===== config.mk =====
export PLATFORM = sky130hd
export DESIGN_NAME = pcs_link_ctrl
export DESIGN_NICKNAME = d
export VERILOG_FILES = /design/src/rtl/pcs_link_ctrl.sv
export SDC_FILE = /design/constraint.sdc
export NUM_CORES = 1
export LEC_CHECK = 0
export BUFFER_PORTS_ARGS = -buffer_cell sky130_fd_sc_hd__buf_2
export CORE_MARGIN = 2
export CORE_UTILIZATION = 35
export CTS_CLUSTER_DIAMETER = 60
export CTS_CLUSTER_SIZE = 16
export DETAILED_ROUTE_END_ITERATION = 10
export PLACE_DENSITY = 0.58
export SLEW_MARGIN = 20
export SYNTH_ARGS = -nofsm -noshare
export SYNTH_HDL_FRONTEND = slang
export SYNTH_SLANG_ARGS = --single-unit

===== constraint.sdc =====
create_clock -name clk -period 3.5 [get_ports clk]
set_clock_uncertainty 0.2 [all_clocks]
set_input_delay 0.35 -clock clk [delete_from_list [all_inputs] [get_ports clk]]
set_output_delay 0.35 -clock clk [all_outputs]
set_load 0.005 [all_outputs]

===== src/rtl/pcs_link_ctrl.sv =====
// XAUI receive-link supervisor: sequences transceiver/PCS resets, waits for lock, sync and
// alignment, debounces into link_up, retries on timeout. Optional macro: PCS_LINK_CTRL_STATS_EN.
module pcs_link_ctrl #(
   parameter int unsigned TIMEOUT_CYCLES = 65535,
   parameter int unsigned RESET_PULSE    = 16,
   parameter int unsigned STABLE_CYCLES  = 255,
   parameter int unsigned MAX_RETRIES    = 7
) (
   input  logic       clk,
   input  logic       reset,
   input  logic [3:0] rxlock,
   input  logic [3:0] signal_detect,
   input  logic [3:0] lanesync,
   input  logic       align_status,
   output logic       mgt_rx_reset,
   output logic       pcs_reset,
   output logic       link_up,
   output logic       link_fault,
   output logic [2:0] retry_count
`ifdef PCS_LINK_CTRL_STATS_EN
   ,
   output logic [15:0] loss_count
`endif
);

   typedef enum logic [2:0] {
      RESET_MGT,
      WAIT_LOCK,
      WAIT_SYNC,
      STABLE,
      UP,
      FAULT
   } state_t;

   localparam logic [15:0] TIMEOUT_LAST = 16'(TIMEOUT_CYCLES - 1);
   localparam logic [15:0] RESET_LAST   = 16'(RESET_PULSE - 1);
   localparam logic [15:0] STABLE_LAST  = 16'(STABLE_CYCLES - 1);
   localparam logic [2:0]  RETRY_LIMIT  = 3'(MAX_RETRIES);

   state_t      state;
   state_t      next_state;
   logic [15:0] timer;
   logic        lock_ok;
   logic        sync_ok;
   logic        retry_take;
   logic        retry_inc;
   logic        retry_clear;
   logic        fault_set;
   logic        fault_clear;
   logic        loss_event;
   logic        mgt_rx_reset_nxt;
   logic        pcs_reset_nxt;
   logic        link_up_nxt;

   assign lock_ok = (&rxlock) & (&signal_detect);
   assign sync_ok = lock_ok & (&lanesync) & align_status;

   // Condition checks are evaluated before the timeout so a good sample on the last cycle wins.
   always_comb begin
      next_state  = state;
      retry_take  = 1'b0;
      retry_inc   = 1'b0;
      retry_clear = 1'b0;
      fault_set   = 1'b0;
      fault_clear = 1'b0;
      loss_event  = 1'b0;
      case (state)
         RESET_MGT: begin
            if (timer == RESET_LAST)
               next_state = WAIT_LOCK;
         end
         WAIT_LOCK: begin
            if (lock_ok)
               next_state = WAIT_SYNC;
            else if (timer == TIMEOUT_LAST)
               retry_take = 1'b1;
         end
         WAIT_SYNC: begin
            if (!lock_ok)
               next_state = WAIT_LOCK;
            else if (sync_ok)
               next_state = STABLE;
            else if (timer == TIMEOUT_LAST)
               retry_take = 1'b1;
         end
         STABLE: begin
            if (!sync_ok)
               next_state = WAIT_SYNC;
            else if (timer == STABLE_LAST)
               next_state = UP;
         end
         UP: begin
            if (!lock_ok) begin
               next_state = RESET_MGT;
               loss_event = 1'b1;
            end else if (!sync_ok) begin
               next_state = WAIT_SYNC;
               loss_event = 1'b1;
            end
         end
         FAULT: begin
            if (timer == TIMEOUT_LAST) begin
               retry_clear = 1'b1;
               next_state  = RESET_MGT;
            end
         end
         default: next_state = RESET_MGT;
      endcase

      if (retry_take) begin
         if (retry_count == RETRY_LIMIT) begin
            next_state = FAULT;
            fault_set  = 1'b1;
         end else begin
            next_state = RESET_MGT;
            retry_inc  = 1'b1;
         end
      end

      if ((next_state == UP) && (state != UP)) begin
         retry_clear = 1'b1;
         fault_clear = 1'b1;
      end
   end

   // Outputs are decoded from the next state and registered, so they move with the state.
   always_comb begin
      mgt_rx_reset_nxt = 1'b0;
      pcs_reset_nxt    = 1'b0;
      link_up_nxt      = 1'b0;
      case (next_state)
         RESET_MGT: begin
            mgt_rx_reset_nxt = 1'b1;
            pcs_reset_nxt    = 1'b1;
         end
         WAIT_LOCK: pcs_reset_nxt = 1'b1;
         UP:        link_up_nxt   = 1'b1;
         FAULT: begin
            mgt_rx_reset_nxt = 1'b1;
            pcs_reset_nxt    = 1'b1;
         end
         default: begin
            mgt_rx_reset_nxt = 1'b0;
            pcs_reset_nxt    = 1'b0;
         end
      endcase
   end

   always_ff @(posedge clk) begin
      if (reset) begin
         state        <= RESET_MGT;
         timer        <= 16'd0;
         retry_count  <= 3'd0;
         link_fault   <= 1'b0;
         mgt_rx_reset <= 1'b1;
         pcs_reset    <= 1'b1;
         link_up      <= 1'b0;
      end else begin
         state <= next_state;
         if (next_state != state)
            timer <= 16'd0;
         else if (timer != 16'hFFFF)
            timer <= timer + 16'd1;
         if (retry_clear)
            retry_count <= 3'd0;
         else if (retry_inc)
            retry_count <= retry_count + 3'd1;
         if (fault_set)
            link_fault <= 1'b1;
         else if (fault_clear)
            link_fault <= 1'b0;
         mgt_rx_reset <= mgt_rx_reset_nxt;
         pcs_reset    <= pcs_reset_nxt;
         link_up      <= link_up_nxt;
      end
   end

`ifdef PCS_LINK_CTRL_STATS_EN
   // Loss statistics survive retries and faults; only reset clears them.
   always_ff @(posedge clk) begin
      if (reset)
         loss_count <= 16'd0;
      else if (loss_event && (loss_count != 16'hFFFF))
         loss_count <= loss_count + 16'd1;
   end
`else
   logic unused_loss;
   assign unused_loss = loss_event;
`endif

endmodule


Word-level counts from Yosys, hierarchy flattened
Cells that the tools add are included.
Widths: inputs -> output; s select.

cells by class
  bitwise operators = 3
  reductions and logical operators = 11
  add/subtract/negate cells = 2
  equality and inequality tests = 15
  muxes and demuxes = 29

operators with widths
  cell                   number
  $mux 3                 11
  $pmux 3 s6             1
  $add 16x1->16 const B  1
  $eq 16x16->1 const B   1
  $eq 16x4->1 const B    1
  $eq 16x8->1 const B    1
  $mux 1                 16
  $ne 16x16->1 const B   1
  $eq 3x3->1 const B     5
  $reduce_and 4->1       3
  $eq 3x1->1 const B     2
  $eq 3x2->1 const B     2
  $logic_not 3->1        2
  $reduce_or 2->1        3
  $add 3x1->3 const B    1
  $and 1x1->1            3
  $ne 3x3->1             1
  $ne 3x3->1 const B     1
  $reduce_or 3->1        1
  $pmux 1 s2             1
  $reduce_bool 2->1      1
  $logic_and 1x1->1      1

word-level totals
  bits of input ports = 15
  bits in registers = 26

Logic depth before layout (Yosys ltp)
  depth in word-level cells = 13
  mapped depth = 10

Worst setup path before layout
Ideal clock, no wire load.

  path kind = reg2reg
  from = register timer[0]
  to = register timer[6]
  stages on the path, launching flop included = 11
  buffers on the path = 3
  slack = 0.856 ns
  arrival = 2.325 ns
  setup time = 0.118 ns
  data required time = 3.182 ns
  cells stage by stage = dfxtp_1 inv_1 ha_1 nand3_1 or4_1 buf_2 or4_1 clkbuf_1 o2111ai_4 buf_6 nor3_2

between the ends
  longest elaborated chain between the ends = 8
  elaborated cells between the ends (all ways) = 18
  those cells by class = 1 x add/sub; 5 x eq/ne; 11 x mux; 1 x reduce/logical

RTL lines
  element                    RTL line     RTL
  from (decl)                42           logic [15:0] timer;
  from (signal assigned)     163          timer <= timer + 16'd1;
  $eq 16x16->1               75, 83, 102
  $mux 1                     75, 83
  $mux 1                     81           else if (sync_ok)
  $mux 1                     79           if (!lock_ok)
  $pmux 1 s2                 67           case (state)
  $mux 3                     110          if (retry_take) begin
  $ne 3x3->1                 160          if (next_state != state)
  $reduce_or 2->1 (no line)  -

Several ways; a longest one is shown, not always the timed one.
A chain may end at the register's enable or synchronous reset.

Final worst setup path
  from = register timer[0]
  to = register timer[5]

Same word-level chain as after synthesis.

==> flow_summary.json <==
{
  "status": "completed",
  "first_global_vias": 1316,
  "vias": 1386,
  "met2_usage_pct": 24.57,
  "cts_tree": "yes",
  "n_fill_cell": 458,
  "clock-sinks": 26,
  "start_util_pct": 36.85,
  "seq_area_frac_synth_pct": 31.78,
  "dieHeight_microns": 72.41,
  "core-area_sq_um": 4444,
  "first_pass_iters": 4,
  "numPortBuffers": 21,
  "row_count": 24,
  "fin_crit_ns": 2.978,
  "n_antenna_cell": 0,
  "die_x_microns": 72.41,
  "yosysUniqueCellTypes": 49,
  "use_met3_pct": 3.472,
  "htree_num_levels": 1,
  "synth.top_cell.area_share_pct": 31.78,
  "synth_edf_count": 0,
  "endpoint_kind": "flop",
  "synth_commonest_cells": "dfxtp_1, nor2_1, nand4_1, nor3_2",
  "gp_congestion": 0.8337,
  "track_usage_pct": 13.88,
  "syn_inst": 178,
  "syn_avg_cell_area_sq_um": 9.201,
  "setup_tns_ns": 0,
  "timing.fmax_mhz": 335.8,
  "fin_area_sq_um": 1809,
  "syn-cell-area_sq_um": 1638,
  "syn_nets": 197,
  "dieArea_sq_um": 5242,
  "ys.flop_type": "dfxtp_1",
  "grt_max_degree": 17,
  "routed_wl_mm": 3.458,
  "antenna_found_initial": 0,
  "area_delta_synth_final_pct": 10.47,
  "vias_per_cell": 5.544,
  "pwr_density_cell_nw_per_um2": 273.3,
  "synth.largest_area_cell": "dfxtp_1",
  "dr.first_iter.drc_count": 54,
  "rsz0062_at_grt": "false",
  "slew_viol_final": 0,
  "hold_viol_final": 0,
  "p_leak_nw": 0.6778,
  "startpoint_type": "flop",
  "place_area_sq_um": 1768,
  "maxCapViolations": 0,
  "cp_max_fo": 16,
  "clkSlewWorstSetupHoldPaths_ns": 0.08,
  "arrival_ns": 2.92,
  "final_nets": 219,
  "insertion_delay_ns": 0.27,
  "synth-seq-cells": 26,
  "multi_input_area_sq_um": 1032,
  "hpwl_mm": 2.576,
  "final_util_pct": 40.71,
  "register_area_sq_um": 520.5,
  "root_buffer": "clkbuf_8",
  "cts_buffer_depth": 2,
  "ant_nets": 0,
  "synth.area.top_cells": "dfxtp_1, nor3_2, xor2_1",
  "cts-hold-fix-buffers": 0,
  "finalSetupViolCount": 0,
  "grt_pass1_wl_mm": 5.899,
  "cts_inserted_buffers": 3,
  "avgRoutedWirePerCell_microns": 13.83,
  "crit_type": "reg -> reg",
  "hold_path.class": "in -> reg",
  "top_usage_layer": "met2",
  "tightest_slew_ns": 0.7319,
  "maxSlewHeadroom_pct": 50.76,
  "io_pins": 22,
  "required_ns": 3.45,
  "drive_gt1_share_pct": 29.29,
  "use_met1_pct": 17.24,
  "period_share_pct": 85.09,
  "post_cts_resized": 0,
  "yosysWarnings": 0,
  "postSynth.asyncResetShare_pct": 0,
  "power.total_w": 0.0004944,
  "synth.most_common_cell": "dfxtp_1",
  "max-vdd-ir-drop_mv": 0.2443,
  "gr-total-overflow": 0,
  "cts_setup_buffers": 0,
  "drc": 0
}
-- layout by cell type, fill, tap and decap left out, types with 2 or more instances in the layout --
cell	synthesis	final
a211oi_1	2	2
xor2_1	8	8
nor4_2	3	3
nand3_1	8	8
nor3_2	10	10
and2_1	2	2
nor2_1	14	14
nand2_1	7	7
nand4_1	10	10
o21ba_2	2	2
o21ai_0	5	5
buf_2	1	21
clkbuf_8	2	3
xnor2_1	5	5
nor3_1	6	6
a311oi_1	2	2
mux2i_1	3	3
or2_2	2	2
ha_1	4	4
or4_1	2	2
dfxtp_1	26	26
buf_4	0	3
inv_1	6	6
nor2b_1	3	3
a2111oi_2	2	2
nor4_1	8	8
and3_1	6	6
a21oi_1	5	5
a21o_1	2	2
-- path summary, 6_finish.rpt --
kind                                 start  slack (ns)    endpoint  cells past startpoint
worst max-delay path              timer[0]        0.52    timer[5]                      9
worst min-delay path                 reset        0.15  link_fault                      2
worst max register to register    timer[0]        0.52    timer[5]                      9
worst min register to register  link_fault        0.28  link_fault                      2
-- registers in the layout, summed over array words and instances, names as in the netlist --
name / count
timer: 16
retry_count: 3
state: 3
link_fault: 1
link_up: 1
mgt_rx_reset: 1
pcs_reset: 1
-- logic make-up (layout without fill, tap and decap cells) --
kind of cell | after synthesis | after routing | synth area share [%]
flip-flops | 26 | 26 | 31.78
multiplexers | 4 | 4 | 2.750
buffers and inverters | 13 | 33 | 5.194
XOR/XNOR | 13 | 13 | 6.952
AND/OR/NAND/NOR | 89 | 89 | 34.76
adder cells (fa/ha/maj) | 4 | 4 | 3.056
AO/OA/AOI/OAI | 29 | 29 | 15.51
-- worst max-delay path: stages, from the launching register on --
cell,delay (ns)
dfxtp_1,0.35
inv_1,0.10
ha_1,0.14
nand3_1,0.12
or4_1,0.67
nor4_2,0.46
a211oi_1,0.19
o2111ai_4,0.21
buf_4,0.30
nor3_1,0.10
-- power breakdown --
group / total (W) / switching [W] / internal [W]
clock network: 0.000163 / 0.0000860 / 0.0000770
registers: 0.000302 / 0.00000396 / 0.000299
logic: 0.0000289 / 0.0000154 / 0.0000136
-- area by class of cell --
type | count | area share, %
Clock buffer | 3 | 2.282
Inverter | 6 | 1.245
Multi-Input combinational cell | 139 | 57.05
Sequential cell | 26 | 28.77
Tap cell | 52 | 3.596
Timing Repair Buffer | 24 | 7.054
-- routing by layer --
layer  part of all wire [%]  wire length (microns)  vias up
met5                      0                      0        -
met4                   0.38                     13        0
met3                    3.5                    122        2
met2                     48                   1663       27
met1                     48                   1659      644
li1                       -                      -      713
-- metrics by stage --
| stage | instances | setup WS [ns] | hold slack [ns] |
|---|---|---|---|
| finish | 250 | 0.5219 | 0.1497 |
| global placement | 247 | 0.5546 | 0.2710 |
| global route | 250 | 0.3380 | 0.1576 |
| floorplan | 178 | 0.8564 | 0.2659 |
| CTS | 250 | 0.5189 | 0.1461 |
| detailed placement | 247 | 0.5584 | 0.2613 |
Note: power is estimated with default switching activity, not from simulation.
